### src/rtl/minterm_sweep_pkg.sv
// -----------------------------------------------------------------------------
// minterm_sweep_pkg
// Shared definitions for the minterm sweep controller:
//   - sweep FSM state encoding
//   - truth-table geometry (N_IN inputs, TT_W = 2**N_IN entries)
//   - GOLDEN_MASK: truth table of F = A&(C&D | B) | B&~C, handy for benches
//   - popcount helper used to turn a mismatch vector into an error count
// -----------------------------------------------------------------------------
package minterm_sweep_pkg;

    localparam int N_IN  = 4;
    localparam int TT_W  = 1 << N_IN;
    localparam int CNT_W = $clog2(TT_W + 1);

    localparam logic [TT_W-1:0] GOLDEN_MASK = 16'hF830;

    typedef enum logic [1:0] {
        IDLE,
        SETTLE,
        SAMPLE,
        FINISH
    } sweep_state_t;

    function automatic logic [CNT_W-1:0] popcount(input logic [TT_W-1:0] v);
        logic [CNT_W-1:0] n;
        n = '0;
        for (int i = 0; i < TT_W; i++) begin
            n = n + {{(CNT_W-1){1'b0}}, v[i]};
        end
        return n;
    endfunction

endpackage

### src/rtl/sweep_settle_ctr.sv
// -----------------------------------------------------------------------------
// sweep_settle_ctr
// Down-counter that times how long each minterm is held before sampling.
// Ports:
//   clk, rst     : clock, synchronous active-high reset
//   i_clr        : force count to zero (highest priority after reset)
//   i_load       : load i_load_val
//   i_load_val   : value loaded on i_load
//   i_en         : decrement while non-zero
//   o_term       : count has reached zero
// -----------------------------------------------------------------------------
module sweep_settle_ctr #(
    parameter int W = 4
) (
    input  logic         clk,
    input  logic         rst,
    input  logic         i_clr,
    input  logic         i_load,
    input  logic [W-1:0] i_load_val,
    input  logic         i_en,
    output logic         o_term
);

    logic [W-1:0] r_cnt;

    always_ff @(posedge clk) begin
        if (rst) begin
            r_cnt <= '0;
        end else if (i_clr) begin
            r_cnt <= '0;
        end else if (i_load) begin
            r_cnt <= i_load_val;
        end else if (i_en && (r_cnt != '0)) begin
            r_cnt <= r_cnt - {{(W-1){1'b0}}, 1'b1};
        end
    end

    assign o_term = (r_cnt == '0);

endmodule

### src/rtl/minterm_sweep_ctrl.sv
// -----------------------------------------------------------------------------
// minterm_sweep_ctrl
// Walks a 4-input combinational block through all 16 minterms, holds each one
// for SETTLE_CYCLES extra cycles, samples F in the last cycle of the slot,
// builds the truth table and compares it with an expected mask.
// Ports:
//   clk, rst          : clock, synchronous active-high reset
//   start             : request a sweep (accepted only in IDLE)
//   abort             : cancel a sweep in progress (SETTLE/SAMPLE only)
//   expected[15:0]    : expected truth table, captured on accepted start
//   dut_f             : F output of the block under control
//   dut_a..dut_d      : minterm drive, A = bit 3 (MSB) .. D = bit 0 (LSB)
//   busy              : sweep in progress
//   done              : one-cycle completion pulse
//   aborted           : one-cycle pulse when an abort is taken
//   truth[15:0]       : captured truth table
//   mismatch[15:0]    : truth ^ captured expected, valid from done
//   err_count[4:0]    : popcount(mismatch)
//   pass              : err_count == 0, valid from done
// -----------------------------------------------------------------------------
module minterm_sweep_ctrl
    import minterm_sweep_pkg::*;
#(
    parameter int SETTLE_CYCLES = 1,
    parameter int N_IN          = 4
) (
    input  logic             clk,
    input  logic             rst,
    input  logic             start,
    input  logic             abort,
    input  logic [TT_W-1:0]  expected,
    input  logic             dut_f,
    output logic             dut_a,
    output logic             dut_b,
    output logic             dut_c,
    output logic             dut_d,
    output logic             busy,
    output logic             done,
    output logic             aborted,
    output logic [TT_W-1:0]  truth,
    output logic [TT_W-1:0]  mismatch,
    output logic [CNT_W-1:0] err_count,
    output logic             pass
);

    // Counter is loaded with SETTLE_CYCLES-1 so SETTLE lasts SETTLE_CYCLES cycles.
    localparam logic [3:0] SETTLE_LOAD = (SETTLE_CYCLES == 0) ? 4'd0 : 4'(SETTLE_CYCLES - 1);
    localparam sweep_state_t AFTER_LOAD = (SETTLE_CYCLES == 0) ? SAMPLE : SETTLE;
    localparam logic [N_IN-1:0] M_ONE  = {{(N_IN-1){1'b0}}, 1'b1};
    localparam logic [N_IN-1:0] M_LAST = '1;

    sweep_state_t r_state;
    sweep_state_t w_state_nxt;

    logic             w_accept;
    logic             w_sample;
    logic             w_finish;
    logic             w_abort_take;
    logic             w_ctr_load;
    logic             w_ctr_term;

    logic [N_IN-1:0]  r_m;
    logic [TT_W-1:0]  r_exp_q;
    logic [TT_W-1:0]  r_truth;
    logic [TT_W-1:0]  r_mismatch;
    logic [CNT_W-1:0] r_err_count;
    logic             r_pass;
    logic             r_busy;
    logic             r_done;
    logic             r_aborted;

    sweep_settle_ctr #(.W(4)) u_settle_ctr (
        .clk        (clk),
        .rst        (rst),
        .i_clr      (w_abort_take | w_finish),
        .i_load     (w_ctr_load),
        .i_load_val (SETTLE_LOAD),
        .i_en       (r_state == SETTLE),
        .o_term     (w_ctr_term)
    );

    always_ff @(posedge clk) begin
        if (rst) begin
            r_state <= IDLE;
        end else begin
            r_state <= w_state_nxt;
        end
    end

    always_comb begin
        w_state_nxt  = r_state;
        w_accept     = 1'b0;
        w_sample     = 1'b0;
        w_finish     = 1'b0;
        w_abort_take = 1'b0;
        w_ctr_load   = 1'b0;
        case (r_state)
            IDLE: begin
                // abort is meaningless here; a simultaneous start still wins
                if (start) begin
                    w_accept    = 1'b1;
                    w_ctr_load  = 1'b1;
                    w_state_nxt = AFTER_LOAD;
                end
            end
            SETTLE: begin
                if (abort) begin
                    w_abort_take = 1'b1;
                    w_state_nxt  = IDLE;
                end else if (w_ctr_term) begin
                    w_state_nxt = SAMPLE;
                end
            end
            SAMPLE: begin
                // abort beats the sample so truth only holds completed minterms
                if (abort) begin
                    w_abort_take = 1'b1;
                    w_state_nxt  = IDLE;
                end else begin
                    w_sample = 1'b1;
                    if (r_m == M_LAST) begin
                        w_state_nxt = FINISH;
                    end else begin
                        w_ctr_load  = 1'b1;
                        w_state_nxt = AFTER_LOAD;
                    end
                end
            end
            FINISH: begin
                w_finish    = 1'b1;
                w_state_nxt = IDLE;
            end
            default: w_state_nxt = IDLE;
        endcase
    end

    always_ff @(posedge clk) begin
        if (rst) begin
            r_m         <= '0;
            r_exp_q     <= '0;
            r_truth     <= '0;
            r_mismatch  <= '0;
            r_err_count <= '0;
            r_pass      <= 1'b0;
            r_busy      <= 1'b0;
            r_done      <= 1'b0;
            r_aborted   <= 1'b0;
        end else begin
            r_done    <= w_finish;
            r_aborted <= w_abort_take;
            if (w_accept) begin
                r_m         <= '0;
                r_truth     <= '0;
                r_mismatch  <= '0;
                r_err_count <= '0;
                r_pass      <= 1'b0;
                r_exp_q     <= expected;
                r_busy      <= 1'b1;
            end
            if (w_sample) begin
                r_truth[r_m] <= dut_f;
                // the last minterm stays put; FINISH returns m to zero
                if (r_m != M_LAST) begin
                    r_m <= r_m + M_ONE;
                end
            end
            if (w_finish) begin
                r_mismatch  <= r_truth ^ r_exp_q;
                r_err_count <= popcount(r_truth ^ r_exp_q);
                r_pass      <= (popcount(r_truth ^ r_exp_q) == '0);
                r_busy      <= 1'b0;
                r_m         <= '0;
            end
            if (w_abort_take) begin
                r_busy <= 1'b0;
                r_m    <= '0;
            end
        end
    end

    assign dut_a     = r_m[3];
    assign dut_b     = r_m[2];
    assign dut_c     = r_m[1];
    assign dut_d     = r_m[0];
    assign busy      = r_busy;
    assign done      = r_done;
    assign aborted   = r_aborted;
    assign truth     = r_truth;
    assign mismatch  = r_mismatch;
    assign err_count = r_err_count;
    assign pass      = r_pass;

endmodule

### config.mk
export PLATFORM = sky130hd
export DESIGN_NAME = minterm_sweep_ctrl
export DESIGN_NICKNAME = d
export VERILOG_FILES = /design/src/rtl/minterm_sweep_pkg.sv /design/src/rtl/sweep_settle_ctr.sv /design/src/rtl/minterm_sweep_ctrl.sv
export SDC_FILE = /design/constraint.sdc
export NUM_CORES = 1
export LEC_CHECK = 0
export CAP_MARGIN = 20
export CORE_UTILIZATION = 32
export CTS_BUF_LIST = sky130_fd_sc_hd__clkbuf_16
export CTS_CLUSTER_SIZE = 8
export DETAILED_ROUTE_END_ITERATION = 7
export DONT_BUFFER_PORTS = 1
export PLACE_DENSITY_LB_ADDON = 0.12
export SYNTH_ARGS = -nofsm -noshare
export SYNTH_HDL_FRONTEND = slang
export SYNTH_SLANG_ARGS = --single-unit
### constraint.sdc
create_clock -name clk -period 3.55 [get_ports clk]
set_input_delay 0.355 -clock clk [delete_from_list [all_inputs] [get_ports clk]]
set_output_delay 0.355 -clock clk [all_outputs]
set_load 0.03 [all_outputs]
======== After elaboration in Yosys (flattened, before gate mapping) ========
Cells that the tools add are included.
storage, ports and cells
  bits of input ports ..................... 21
  logic and storage cells ................. 81
  output and inout port bits .............. 45
  bits in registers ....................... 67
cells by class
  muxes and demuxes ....................... 31
  equal/unequal tests ..................... 7
  magnitude comparators ................... 2
  add/sub/neg operators ................... 17
  reductions and logical operators ........ 11
  bitwise logic cells ..................... 2
operator list
  operator                                             number
  two-way mux 16 bit                                   5
  adder 5 x 1 -> 5 bit                                 11
  bitwise mux 16 bit                                   1
  bitwise XOR 16 bit                                   1
  two-way mux 1 bit                                    12
  two-way mux 4 bit                                    3
  two-way mux 2 bit                                    5
  two-way mux 5 bit                                    2
  case mux 2 bit (4 select lines)                      1
  OR reduction 3 bit                                   2
  adder 4 x 1 -> 5 bit                                 1
  zero test 5 bit                                      1
  < comparator 4 x 5 -> 1 bit, second input constant   1
  adder 3 x 1 -> 4 bit                                 1
  adder 4 x 1 -> 4 bit, second input constant          1
  demux 1 bit (select 4 bit)                           1
  equality test 2 bit, second input constant           2
  equality test 4 bit, second input constant           1
  >= comparator 4 x 1 -> 1 bit, second input constant  1
  zero test 4 bit                                      1
  inequality test 4 bit, second input constant         1
  nonzero test 4 bit                                   1
  subtractor 4 x 1 -> 4 bit, second input constant     1
  adder 2 x 1 -> 3 bit                                 1
  11 further kinds                                     12

======== Depth between registers and ports, before layout ========
  word-level depth ........................ 18
  depth in mapped cells ................... 12
  depth with buffers taken out ............ 12

======== By module ========
A second synthesis with hierarchy kept.
unflattened totals
  cells, all modules ...................... 370
  area, all modules ....................... 3310.7 µm²
by module, submodules not included
  module              times used  cells an instance  area each (µm²)  sequential area each (µm²)
  minterm_sweep_ctrl  1           339                3054.2           1261.2
  sweep_settle_ctr    1           31                 256.5            80.1

======== Least setup slack after synthesis ========
Ideal clock, no wire load.
  kind .................................... reg2reg
  start ................................... reg r_truth[1] (netlist: truth[1])
  end ..................................... reg r_pass (netlist: pass)
  buffers on the path ..................... 0
  slack ................................... -0.368 ns
  setup time .............................. 0.072 ns
  clock period less this slack ............ 3.918 ns
  cell stages (with the launch flop) ...... 13
  required time ........................... 3.478 ns
  arrival ................................. 3.846 ns
  path through ............................ dfxtp_1 xor2_1 fa_1 fa_1 inv_1 fa_1 inv_1 fa_1 ha_1 fa_1 xnor2_1 o2111ai_1 a2bb2oi_1
on the way
  cells in the longest elaborated chain, start to end .. 18
ends and longest elaborated chain
  what                                RTL line                   RTL
  start: declaration                  minterm_sweep_ctrl.sv:64   logic [TT_W-1:0] r_truth;
  start signal: indexed assignment    minterm_sweep_ctrl.sv:161  r_truth[r_m] <= dut_f;
  bitwise XOR 16 bit                  minterm_sweep_ctrl.sv:170  r_pass <= (popcount(r_truth ^ r_exp_q) == '0);
  adder 1 x 1 -> 2 bit                minterm_sweep_pkg.sv:28    n = n + {{(CNT_W-1){1'b0}}, v[i]};
  adder 2 x 1 -> 3 bit                minterm_sweep_pkg.sv:28
  adder 3 x 1 -> 4 bit                minterm_sweep_pkg.sv:28
  adder 4 x 1 -> 5 bit                minterm_sweep_pkg.sv:28
  adder 5 x 1 -> 5 bit (11 in a row)  minterm_sweep_pkg.sv:28
  zero test 5 bit                     minterm_sweep_ctrl.sv:170
  two-way mux 1 bit                   minterm_sweep_ctrl.sv:167  if (w_finish) begin
  end signal: assignment              minterm_sweep_ctrl.sv:170
  end: declaration                    minterm_sweep_ctrl.sv:67   logic r_pass;
No other way between the ends.
A chain may end at the register's enable or synchronous reset.

======== Worst setup path after layout ========
  start ................................... reg r_exp_q[11]
  end ..................................... reg r_pass (netlist: pass)
on the way
  cells in the longest elaborated chain, start to end .. 8
ends and longest elaborated chain
  what                               RTL line                   RTL
  start: declaration                 minterm_sweep_ctrl.sv:63   logic [TT_W-1:0] r_exp_q;
  start signal: assignment           minterm_sweep_ctrl.sv:157  r_exp_q <= expected;
  bitwise XOR 16 bit                 minterm_sweep_ctrl.sv:170
  adder 5 x 1 -> 5 bit (5 in a row)  minterm_sweep_pkg.sv:28
  zero test 5 bit                    minterm_sweep_ctrl.sv:170
  two-way mux 1 bit                  minterm_sweep_ctrl.sv:167
No other way between the ends.

==> flow_metrics.tcl <==
set metrics [dict create \
    status "finished, violations left" \
    violations "setup timing" \
    finalWorstSetupSlack_ns -0.110 \
    dp_cells 494 \
    ys.flop_type "dfxtp_1" \
    synth-seq-area-share 0.413 \
    worstSetupEndpointType "register" \
    vias 2642 \
    core_area_sq_um 9820 \
    clock-sinks 67 \
    grt_max_degree 49 \
    grt_pass1_wl_um 13800 \
    leakage_nw 1.54 \
    final_util 0.411 \
    fin_crit_ns 3.66 \
    maxCapViolCount 0 \
    cts_hold_buf 0 \
    drt_iter0_drc 102 \
    die_x_um 103 \
    power.switching_mw 0.567 \
    diodes 0 \
    htreeDepth 3 \
    final_nets 423 \
    initial_core_util 0.331 \
    max_clock_freq_mhz 273 \
    dpl_cell_area_sq_um 3620 \
    worst_ir_drop_vdd_mv 0.209 \
    clk_pin_slew_worst_paths_ns 0.06 \
    syn_inst 358 \
    gp_congestion 0.744 \
    ys_warn_count 0 \
    yosysTopAreaCell "dfxtp_1" \
    clock_path_buffers 2 \
    tightest_slew_ns 0.861 \
    skew_ns 0.00593 \
    fill_cells 1019 \
    rsz0062_at_grt "yes" \
    comb_power_share 0.168 \
    arrival_ns 3.92 \
    crit_family "adder cells" \
    synth_cell_types 45 \
    crit_slowest_cell "fa_1" \
    start_kind "register" \
    cts_root_buf "clkbuf_16" \
    io_pins 66 \
    slew_viol_final 0 \
    wirelength_um 8880 \
    synth_seq_cells 67 \
    p_int_mw 1.50 \
    synth_edf_count 0 \
    drt_pass1_iterations 5 \
    fin_crit_sh 1.03 \
    synthTopCellsByArea "dfxtp_1 41%, a21oi_1 7.2%, fa_1 6.2%" \
    worstPathCellList "xor2_2 -> fa_1 -> fa_1 -> inv_2 -> fa_1 -> inv_1 -> fa_1 -> ha_2 -> fa_2 -> nor2_1 -> o2111ai_1 -> a2bb2oi_1" \
    dieArea_sq_um 10600 \
    via_per_inst 5.13 \
    numCtsBuffers 9 \
    worst-setup-path-type "reg -> reg" \
    antenna_found_initial 0 \
    grt_pass1_vias 2488 \
    hold_viol 0 \
    crit_top_cell "fa_1" \
    synth_top_area_share 0.413 \
    dpl.hpwl_um 6350 \
    path_buf_inv 2 \
    synthesis.area_sq_um 3250 \
    clkPwrFrac 0.450 \
    post_synth.cell_area_avg_sq_um 9.08 \
    pwr-share-seq 0.382 \
    final_common_cell "dfxtp_1" \
    area_growth_pct 24.3 \
    synth_nets 404 \
    synthArstFlopShare 0 \
    wl_per_cell_um 17.2 \
    tns_ns -0.256 \
    max_stage_delay_ns 0.51 \
    stdcell_count 515 \
    crit_fanout 2 \
    layout_common_cells "50 x dfxtp_1, 47 x nand2_1, 46 x a21oi_1" \
    grt_use_total 0.178 \
    overflow 0 \
    required_ns 3.81 \
    worstHoldPathType "in -> reg" \
    io_buffers 0 \
    p_per_area_nw_per_um2 513 \
    switching_share 0.274 \
    drive_gt1_frac 0.215 \
    setup_viol 5 \
    relSlewSlack 0.425 \
    num_rows 36 \
    hold_slack_ns 0.0910 \
    stdcell_area_sq_um 4040 \
    drc_errors 0 \
    clk_latency_ns 0.33 \
    ant_nets 0 \
    die_y_um 103 \
    cts_tree "built" \
]
==> synthesized netlist by cell type, drive strengths merged (2+ instances only) <==
master,instances
nand2,47
a211oi,3
nand4,16
nor2b,3
xnor2,2
and3,2
nand2b,7
dfxtp,67
inv,18
and2,3
o21a,2
a21oi,47
xor2,15
fa,10
mux2i,3
o211ai,15
nor2,8
o32ai,2
o311ai,4
a22o,11
a211o,2
nand3b,4
buf,5
nand3,10
o21ai,5
clkbuf,17
ha,15
==> kinds of logic (layout without fill, tap and decap cells) <==
group	count (synthesis)	in the layout	share of synthesized area
adders and majority gates	25	25	0.119
muxes	3	3	0.00924
and+or+nand+nor	106	106	0.164
DFF	67	67	0.413
buffers and inverters	40	64	0.0474
xor gates and xnor gates	17	17	0.0458
AOI/OAI and AO/OA	100	100	0.202
==> sequential cells by signal, summed over array words and instances (netlist names) <==
signal              flops
pass                    1
busy                    1
r_m                     4
aborted                 1
err_count               5
r_exp_q                16
done                    1
r_state                 2
mismatch               16
u_settle_ctr.r_cnt      4
truth                  16
==> worst reg2reg max path, cell delays in order (launching register included) <==
cell and delay [ns]:
dfxtp_2 0.33, xor2_2 0.18, fa_1 0.49, fa_1 0.51
inv_2 0.05, fa_1 0.49, inv_1 0.05, fa_1 0.48
ha_2 0.20, fa_2 0.45, nor2_1 0.10, o2111ai_1 0.12
a2bb2oi_1 0.14
==> layer usage <==
| metal | vias up | track usage | part of all wire |
|---|---|---|---|
| met5 | - | 0 | 0 |
| met4 | 0 | 0.0715 | 0.012 |
| met3 | 9 | 0.0441 | 0.065 |
| met2 | 71 | 0.269 | 0.45 |
| met1 | 1255 | 0.242 | 0.47 |
| li1 | 1307 | - | - |
==> layout make-up <==
class / count / area, sq um / share of cell area
repair buffers: 30 / 225 / 0.0558
inverters: 18 / 67.6 / 0.0167
flip-flops and latches: 67 / 1390 / 0.344
well taps: 133 / 166 / 0.0412
clock buffers: 10 / 250 / 0.0620
multi-input cells: 251 / 1880 / 0.465
clock inverters: 6 / 63.8 / 0.0158
==> worst paths after layout <==
kind                            startpoint  cells after the start                        to  slack [ns]
setup / recovery  r_exp_q[11]$_SDFFE_PP0P_                     12         pass$_SDFFE_PP0P_       -0.11
hold / removal                         rst                      1  r_exp_q[15]$_SDFFE_PP0P_        0.09
setup reg to reg  r_exp_q[11]$_SDFFE_PP0P_                     12         pass$_SDFFE_PP0P_       -0.11
hold reg to reg    r_exp_q[6]$_SDFFE_PP0P_                      2   r_exp_q[6]$_SDFFE_PP0P_        0.46
==> power by group through the flow <==
stage	Sequential, mW	Clock, mW	Combinational (mW)
2_1_floorplan	0.802	0	0.241
3_3_place_gp	0.804	0	0.315
3_5_place_dp	0.805	0	0.322
4_1_cts	0.790	0.956	0.347
5_1_grt	0.793	0.988	0.391
6_report	0.791	0.932	0.348
==> metrics by stage <==
step	power [mW]	worst slack [ns]
after floorplan	1.04	-0.0597
after global placement	1.12	-0.222
after detailed placement	1.13	-0.289
after CTS	2.09	-0.120
after global routing	2.17	-0.292
final	2.07	-0.110
==> timing repair <==
action / in CTS / in global routing
gates resized for setup: 15 / 3
pin swaps: 15 / 2
setup endpoints to repair: 5 / 5
setup buffers: 4 / 1
Note: power is estimated with default switching activity, not from simulation.
